### src/rtl/accumulator4_sequencer.sv
// Command sequencer for the 4-bit accumulator datapath: FIFO-buffered EXEC/REPT/WAIT/CLRC
// words issued as registered datapath controls. Optional perf counter: ACC4_SEQ_PERF_EN.
module accumulator4_sequencer #(
   parameter  int unsigned FIFO_DEPTH = 8,
   localparam int unsigned LEVEL_W    = $clog2(FIFO_DEPTH) + 1
) (
   input  logic               aclk,
   input  logic               aresetn,
   input  logic               in_valid,
   output logic               in_ready,
   input  logic [15:0]        in_data,
   input  logic               flush,
   output logic               dp_enable,
   output logic [4:0]         dp_opcode,
   output logic [7:0]         dp_operand,
   output logic               dp_rx_carry,
   input  logic               dp_tx_carry,
   output logic               busy,
   output logic [LEVEL_W-1:0] fifo_level
`ifdef ACC4_SEQ_PERF_EN
   ,
   output logic [15:0]        perf_issued
`endif
);

   localparam int unsigned ADDR_W = $clog2(FIFO_DEPTH);
   localparam logic [4:0]  OP_ADC = 5'b10001;

   typedef enum logic [1:0] {S_IDLE, S_REPT, S_WAIT} state_t;
   typedef enum logic [1:0] {K_EXEC = 2'b00, K_REPT = 2'b01, K_WAIT = 2'b10, K_CLRC = 2'b11} kind_t;

   logic [15:0]        mem_q [FIFO_DEPTH];
   logic [ADDR_W-1:0]  wr_ptr_q, rd_ptr_q;
   logic [LEVEL_W-1:0] level_q;
   logic               full, empty, push, pop;
   kind_t              head_kind;
   logic [4:0]         head_op;
   logic [7:0]         head_opd;

   state_t             state_q, state_d;
   logic [7:0]         cnt_q, cnt_d;
   logic               en_q, en_d;
   logic [4:0]         op_q, op_d;
   logic [7:0]         opd_q, opd_d;
   logic               clr_q, clr_d;

   assign full      = (level_q == LEVEL_W'(FIFO_DEPTH));
   assign empty     = (level_q == '0);
   assign push      = in_valid & ~full & ~flush;
   assign pop       = (state_q == S_IDLE) & ~empty & ~flush;
   // Bit 13 is reserved and never decoded
   assign head_kind = kind_t'(mem_q[rd_ptr_q][15:14]);
   assign head_op   = mem_q[rd_ptr_q][12:8];
   assign head_opd  = mem_q[rd_ptr_q][7:0];

   always_ff @(posedge aclk) begin
      if (push) mem_q[wr_ptr_q] <= in_data;
   end

   always_ff @(posedge aclk or negedge aresetn) begin
      if (!aresetn) begin
         wr_ptr_q <= '0;
         rd_ptr_q <= '0;
         level_q  <= '0;
      end else if (flush) begin
         wr_ptr_q <= '0;
         rd_ptr_q <= '0;
         level_q  <= '0;
      end else begin
         if (push) wr_ptr_q <= wr_ptr_q + 1'b1;
         if (pop)  rd_ptr_q <= rd_ptr_q + 1'b1;
         if (push && !pop)      level_q <= level_q + 1'b1;
         else if (pop && !push) level_q <= level_q - 1'b1;
      end
   end

   always_ff @(posedge aclk or negedge aresetn) begin
      if (!aresetn) begin
         state_q <= S_IDLE;
         cnt_q   <= '0;
      end else begin
         state_q <= state_d;
         cnt_q   <= cnt_d;
      end
   end

   always_comb begin
      state_d = state_q;
      cnt_d   = cnt_q;
      if (flush) begin
         state_d = S_IDLE;
         cnt_d   = '0;
      end else begin
         case (state_q)
            S_IDLE: begin
               if (pop && head_kind == K_REPT) begin
                  cnt_d = {4'b0, head_opd[3:0]};
                  if (head_opd[3:0] != 4'd0) state_d = S_REPT;
               end else if (pop && head_kind == K_WAIT) begin
                  cnt_d = head_opd;
                  if (head_opd != 8'd0) state_d = S_WAIT;
               end
            end
            S_REPT, S_WAIT: begin
               cnt_d = cnt_q - 8'd1;
               if (cnt_q <= 8'd1) state_d = S_IDLE;
            end
            default: state_d = S_IDLE;
         endcase
      end
   end

   // A CLRC popped on the same edge an ADC issue ends must leave the chain cleared
   always_comb begin
      en_d  = 1'b0;
      op_d  = op_q;
      opd_d = opd_q;
      clr_d = clr_q;
      if (en_q && op_q == OP_ADC) clr_d = 1'b0;
      if (flush) begin
         clr_d = 1'b1;
      end else begin
         case (state_q)
            S_IDLE: begin
               if (pop) begin
                  case (head_kind)
                     K_EXEC: begin
                        en_d  = 1'b1;
                        op_d  = head_op;
                        opd_d = head_opd;
                     end
                     K_REPT: begin
                        en_d  = 1'b1;
                        op_d  = head_op;
                        opd_d = 8'h00;
                     end
                     K_CLRC:  clr_d = 1'b1;
                     default: en_d  = 1'b0;
                  endcase
               end
            end
            S_REPT:  en_d = 1'b1;
            default: en_d = 1'b0;
         endcase
      end
   end

   always_ff @(posedge aclk or negedge aresetn) begin
      if (!aresetn) begin
         en_q  <= 1'b0;
         op_q  <= '0;
         opd_q <= '0;
         clr_q <= 1'b1;
      end else begin
         en_q  <= en_d;
         op_q  <= op_d;
         opd_q <= opd_d;
         clr_q <= clr_d;
      end
   end

`ifdef ACC4_SEQ_PERF_EN
   logic [15:0] perf_q;
   always_ff @(posedge aclk or negedge aresetn) begin
      if (!aresetn)   perf_q <= '0;
      else if (flush) perf_q <= '0;
      else if (en_q)  perf_q <= perf_q + 16'd1;
   end
   assign perf_issued = perf_q;
`endif

   assign in_ready    = ~full;
   assign dp_enable   = en_q;
   assign dp_opcode   = op_q;
   assign dp_operand  = opd_q;
   assign dp_rx_carry = dp_tx_carry & ~clr_q;
   assign busy        = ~empty | (state_q != S_IDLE) | en_q;
   assign fifo_level  = level_q;

endmodule
### config.mk
export PLATFORM = sky130hd
export DESIGN_NAME = accumulator4_sequencer
export DESIGN_NICKNAME = d
export VERILOG_FILES = /design/src/rtl/accumulator4_sequencer.sv
export SDC_FILE = /design/constraint.sdc
export NUM_CORES = 1
export LEC_CHECK = 0
export ABC_AREA = 1
export CAP_MARGIN = 20
export CELL_PAD_IN_SITES_DETAIL_PLACEMENT = 2
export CELL_PAD_IN_SITES_GLOBAL_PLACEMENT = 2
export CORE_ASPECT_RATIO = 1.75
export CORE_MARGIN = 10
export CORE_UTILIZATION = 35
export DETAILED_ROUTE_END_ITERATION = 10
export DONT_BUFFER_PORTS = 1
export GPL_ROUTABILITY_DRIVEN = 0
export GPL_TIMING_DRIVEN = 0
export PLACE_DENSITY = 0.72
export SYNTH_ARGS = -nofsm -noshare
export SYNTH_HDL_FRONTEND = slang
export SYNTH_SLANG_ARGS = --single-unit
### constraint.sdc
create_clock -name aclk -period 3.9 [get_ports aclk]
set_clock_uncertainty 0.15 [all_clocks]
set_input_delay 0.78 -clock aclk [delete_from_list [all_inputs] [get_ports aclk]]
set_output_delay 0.78 -clock aclk [all_outputs]
set_load 0.1 [all_outputs]
==> results of run 1 <==
-- how the worst min path moves through the flow --
stage	startpoint	end	slack, ps	cells past startpoint
after floorplan	state_q[1]	state_q[1]	290	2
after global placement	state_q[1]	state_q[1]	310	2
after detailed placement	state_q[1]	state_q[1]	330	2
after CTS	aresetn	clr_q	10	0
after global routing	aresetn	clr_q	10	0
final	aresetn	clr_q	30	0
-- final cells by class --
type                    count  area [um^2]  area share (%)
clock inverters            12          139            1.74
flip-flops and latches    155         4490            56.1
plain buffers              25          193            2.41
repair buffers              9          165            2.07
multi-input cells         398         1970            24.7
well taps                 241          302            3.77
inverters                  73          279            3.49
clock buffers              20          457            5.71
-- cell usage in the layout (no fill, tap or decap), drive strengths merged, types with 10 or more instances in the layout --
master	synthesis	final
nand2	156	156
edfxtp	120	120
nor2	77	77
inv	71	74
nand3	52	52
o21ai	52	52
dfrtp	34	34
clkbuf	8	28
buf	17	26
o22ai	16	16
a21oi	10	10
-- metal layers --
layer / track usage (%) / routed length [um]
met5: 0 / 0
met4: 7.31 / 575
met3: 4.92 / 921
met2: 32.5 / 12100
met1: 16.3 / 7760
-- flip-flops by register name, summed over array words and instances (netlist names) --
| name | count |
|---|---|
| mem_q | 120 |
| cnt_q | 8 |
| dp_operand | 8 |
| dp_opcode | 5 |
| fifo_level | 4 |
| rd_ptr_q | 3 |
| wr_ptr_q | 3 |
| state_q | 2 |
| clr_q | 1 |
| dp_enable | 1 |
-- critical path, delay by kind of cell, from the launching register on --
family	cells	cell delay (ps)
and+or+nand+nor	7	1570
DFF	1	700
AOI/OAI and AO/OA	1	90
xor gates and xnor gates	2	320
adders and majority gates	1	400
-- stage by stage --
step | hold WS [ps] | power, mW | cells | setup TNS (ps)
3_3_place_gp | 310 | 4.66 | 892 | -96370
2_1_floorplan | 292 | 4.09 | 651 | 0
6_report | 33.7 | 6.42 | 933 | 0
5_1_grt | 9.57 | 6.80 | 933 | 0
4_1_cts | 13.4 | 6.49 | 933 | 0
3_5_place_dp | 334 | 4.78 | 900 | -5500
-- power by group through the flow --
stage | registers (mW) | clock network, mW | logic, mW
final | 2.65 | 1.67 | 2.10
after global routing | 2.68 | 1.77 | 2.35
after floorplan | 2.62 | 0 | 1.47
after detailed placement | 2.68 | 0 | 2.10
after global placement | 2.68 | 0 | 1.98
after CTS | 2.65 | 1.70 | 2.14
-- kinds of logic after synthesis --
family	count (synthesis)	synth area share (%)
AOI/OAI and AO/OA	96	8.11
xor gates and xnor gates	5	0.635
adders and majority gates	9	1.74
buffers and inverters	98	6.84
DFF	155	64.9
and+or+nand+nor	288	17.7
-- what timing repair did --
item	in CTS	in global routing
endpoints found under the hold margin	34	0
endpoints found under the setup margin	55	1
hold buffers	1	0
resized for setup	1	4
==> results_dict.tcl, run 1 <==
set metrics [dict create \
    netlist_top_cells_count "nand2_1 (149), edfxtp_1 (120), nor2_1 (75)" \
    crit_fanout 5 \
    synth-seq-cells 155 \
    routed_wirelength_mm 21.3 \
    power_frac_comb_pct 32.7 \
    r2r-end "fifo_level[3]" \
    ios 42 \
    p_sw_mw 2.84 \
    startpoint "fifo_level[1]" \
    critical-path-slowest-cell "dfrtp_2" \
    seq_area_frac_synth_pct 64.9 \
    finalSetupViolCount 0 \
    cp.arrival_ps 3520 \
    min_path_type "input port to async pin" \
    antenna_found_initial 0 \
    crit_type "flip-flop to flip-flop" \
    worst_slack_ps 537 \
    synth_cells 651 \
    cp-endpoint "fifo_level[3]" \
    power.internal_mw 3.57 \
    power_density_mw_per_mm2 803 \
    swShare_pct 44.3 \
    syn-cell-area_mm2 0.00690 \
    timing.rr.start "fifo_level[1]" \
    gr-usage-all-layers_pct 17.0 \
    wire_per_inst_um 22.9 \
    hold_violations 0 \
    via_count 4812 \
    syn_avg_cell_area_um2 10.6 \
    grt_pass1_wl_mm 33.3 \
    rsz0062_at_grt "no" \
    synth_area_leaders "edfxtp_1 (52%), dfrtp_1 (12%), nand2_1 (8.1%), nor2_1 (4.1%), inv_1 (3.6%)" \
    dp_slack_ps -314 \
    grt_max_degree 35 \
    yosysMostFrequentCell "nand2_1" \
    async_flop_share_pct 22.6 \
    drc 0 \
    pwr-share-clk_pct 26.0 \
    seqPwrFrac_pct 41.2 \
    initial_utilization_pct 35.8 \
    num_rows 67 \
    clk_pin_slew_ps 60 \
    fin_area_mm2 0.00799 \
    yosysWarnings 0 \
    fillCellCount 1984 \
    synth_edf_count 120 \
    grt_overflow_total 0 \
    cts_buffers 17 \
    outcome "finished, final reports clean" \
    slew_headroom_pct 28.9 \
    setup.worst_path.start_class "flip-flop" \
    port_buffers 0 \
    report.final.slew_viol_count 0 \
    fin_nets 709 \
    synth_flop_cell "edfxtp_1" \
    dp_hpwl_mm 15.4 \
    die_x_um 126 \
    tightest_slew_ps 1070 \
    drv_cap 0 \
    cts_root_buffer "clkbuf_16" \
    fp.dieArea_mm2 0.0259 \
    static-leakage-power_nw 3.20 \
    layout_min_cycle_time_ps 3360 \
    rrSetupSlack_ps 540 \
    utilization_pct 41.5 \
    clock-sinks 155 \
    synth_top_cell_area_share_pct 52.2 \
    dr.pass1.iters 4 \
    drive_gt1_share_pct 13.9 \
    post_dp_cell_area_mm2 0.00737 \
    ys_types 38 \
    clock.fmax_mhz 297 \
    clk_latency_ps 430 \
    post_cts_buffers 0 \
    antenna_cells 0 \
    syn2layout_area_growth_pct 15.9 \
    reg2reg_depth 11 \
    die_h_um 206 \
    max_stage_delay_ps 700 \
    end_kind "flip-flop" \
    via_per_inst 5.16 \
    grt_pass1_vias 5582 \
    htreeDepth 4 \
    synth_area_leader_cell "edfxtp_1" \
    fin_crit_sh_pct 86.2 \
    core_area_mm2 0.0193 \
    path_common_cell "nand2_1" \
    syn_nets 681 \
    worst_ep_required_time_ps 4060 \
    crit_chain "nor2_1, nand3_2, nand2_1, nor2_1, nand2_1, ha_1, nand3_1, nand2_1, xor2_1, xnor2_1, o22ai_1" \
    ant_nets 0 \
    cts_tree "done" \
    irDropWorstVdd_mv 0.389 \
    clockBufferDepth 2 \
    drtIter0Drc 204 \
]
(Power assumes the default switching activity.)
==> inputs of run 2 (changes only) <==
Clock period 3.9 ns to 3.2 ns, I/O delays scaled along.
==> run 2 against run 1 <==
  * Global-route usage up 0.21 points
  * Sequential cell count did not move
  * Sequential power increased by 22%
  * Register-to-register slack got worse by 320 ps
  * Critical path depth is 7 lower
  * Total power increased by 22%
  * Critical endpoint is now busy
  * Largest power group unchanged
  * Highest routed layer unchanged
==> results_dict.tcl, run 2 (same netlist as run 1, synthesis figures left out) <==
set metrics [dict create \
    outcome "finished, final reports clean" \
    power_density_mw_per_mm2 977 \
    crit_fanout 4 \
    layout_min_cycle_time_ps 3080 \
    core_area_mm2 0.0193 \
    static-leakage-power_nw 3.19 \
    syn2layout_area_growth_pct 16.2 \
    drc 0 \
    ant_nets 0 \
    dp_hpwl_mm 15.6 \
    irDropWorstVdd_mv 0.490 \
    dp_slack_ps -400 \
    wl_met2_mm 12.2 \
    finalSetupViolCount 0 \
    end_kind "output port" \
    drv_cap 0 \
    die_x_um 126 \
    reg2reg_depth 11 \
    slew_headroom_pct 29.3 \
    most-common-layout-cells "nand2_1 (148), edfxtp_1 (120), inv_1 (66), nor2_1 (65)" \
    fp.dieArea_mm2 0.0259 \
    routed_wirelength_mm 21.4 \
    cts_tree "done" \
    critical-path-slowest-cell "dfrtp_4" \
    via_count 4861 \
    clock.fmax_mhz 324 \
    die_h_um 206 \
    grt_pass1_wl_mm 33.6 \
    clk_latency_ps 450 \
    tightest_slew_ps 1060 \
    clk_pin_slew_ps 70 \
    htreeDepth 4 \
    r2r-end "fifo_level[3]" \
    p_total_mw 7.84 \
    met3_length_um 843 \
    dr.pass1.iters 4 \
    fillCellCount 2008 \
    antenna_found_initial 0 \
    largest_register "mem_q" \
    worst_ep_required_time_ps 2410 \
    grt_max_degree 36 \
    wire_per_inst_um 23.0 \
    clockBufferDepth 2 \
    min_path_type "input port to flip-flop" \
    post_cts_buffers 0 \
    drive_gt1_share_pct 14.1 \
    antenna_cells 0 \
    min_from "in_data[1]" \
    setup.worst_path.start_class "flip-flop" \
    max_stage_delay_ps 630 \
    fin_nets 710 \
    via_per_inst 5.20 \
    hold_depth 0 \
    gr-usage-all-layers_pct 17.2 \
    hold_violations 0 \
    largest_register_ffs 120 \
    rrSetupSlack_ps 220 \
    cp.arrival_ps 2290 \
    worstHoldEndpoint "mem_q[1][1]" \
    cts_root_buffer "clkbuf_16" \
    port_buffers 0 \
    clock-sinks 155 \
    timing.rr.start "fifo_level[1]" \
    ios 42 \
    num_rows 67 \
    report.final.slew_viol_count 0 \
    initial_utilization_pct 35.8 \
    drtIter0Drc 220 \
    wl_met1_mm 7.80 \
    final_common_cell "nand2_1" \
    grt_overflow_total 0 \
    crit_type "flip-flop to output port" \
    fin_crit_sh_pct 96.4 \
    worst_slack_ps 117 \
    grt_pass1_vias 5695 \
    top_layer_used "met4" \
    crit_chain "nor2_1, nand3_1, inv_1, nand2_1" \
    rsz0062_at_grt "no" \
    cts_buffers 17 \
]
run 2: final cells by class:
cell class                      instances  area [um^2]  share of cell area (%)
Clock inverter                         12          139                    1.73
Inverter                               73          279                    3.48
Multi-Input combinational cell        398         1990                    24.8
Buffer                                 25          193                    2.40
Tap cell                              241          302                    3.76
Clock buffer                           20          447                    5.57
Sequential cell                       155         4490                    56.0
Timing Repair Buffer                   10          175                    2.18
run 2: what timing repair did:
action	in CTS	in global routing
hold buffers	2	0
gates cloned	0	0
resized for setup	6	5
endpoints found under the hold margin	35	0
endpoints found under the setup margin	106	2
run 2: power breakdown:
| part | internal (mW) | total, mW | leakage (nW) | switching [mW] |
|---|---|---|---|---|
| logic | 0.786 | 2.58 | 1.39 | 1.79 |
| clock network | 1.18 | 2.02 | 0.274 | 0.843 |
| registers | 2.38 | 3.24 | 1.52 | 0.859 |
run 2: critical path, delay by kind of cell, from the launching register on:
family	cells	cell delay (ps)
AND/OR/NAND/NOR	3	1060
buffers and inverters	1	160
flip-flops	1	630
run 2: worst max path at each step:
| stage | slack [ps] | startpoint | to | cells after the start |
|---|---|---|---|---|
| 2_1_floorplan | 40 | fifo_level[2] | mem_q[0][0] | 6 |
| 3_3_place_gp | -1020 | fifo_level[2] | mem_q[2][8] | 6 |
| 3_5_place_dp | -400 | fifo_level[2] | fifo_level[3] | 11 |
| 4_1_cts | 20 | fifo_level[1] | fifo_level[3] | 11 |
| 5_1_grt | 40 | fifo_level[1] | busy | 4 |
| 6_report | 120 | fifo_level[1] | busy | 4 |
run 2: metal layers:
metal  GRT usage (%)  up-vias
met4            7.92        0
li1                -     2255
met3            4.53       38
met1            16.5     2488
met5               0        -
met2            33.0       80
run 2: metrics by stage:
step	area (um^2)	util (%)	TNS, ps	instances	hold WS [ps]
2_1_floorplan	6910	-	0	651	194
4_1_cts	8010	41.5	0	934	118
6_report	8020	41.6	0	934	134
5_1_grt	8020	41.6	0	934	110
3_5_place_dp	7380	38.3	-12090	900	196
3_3_place_gp	7210	37.4	-114600	892	196
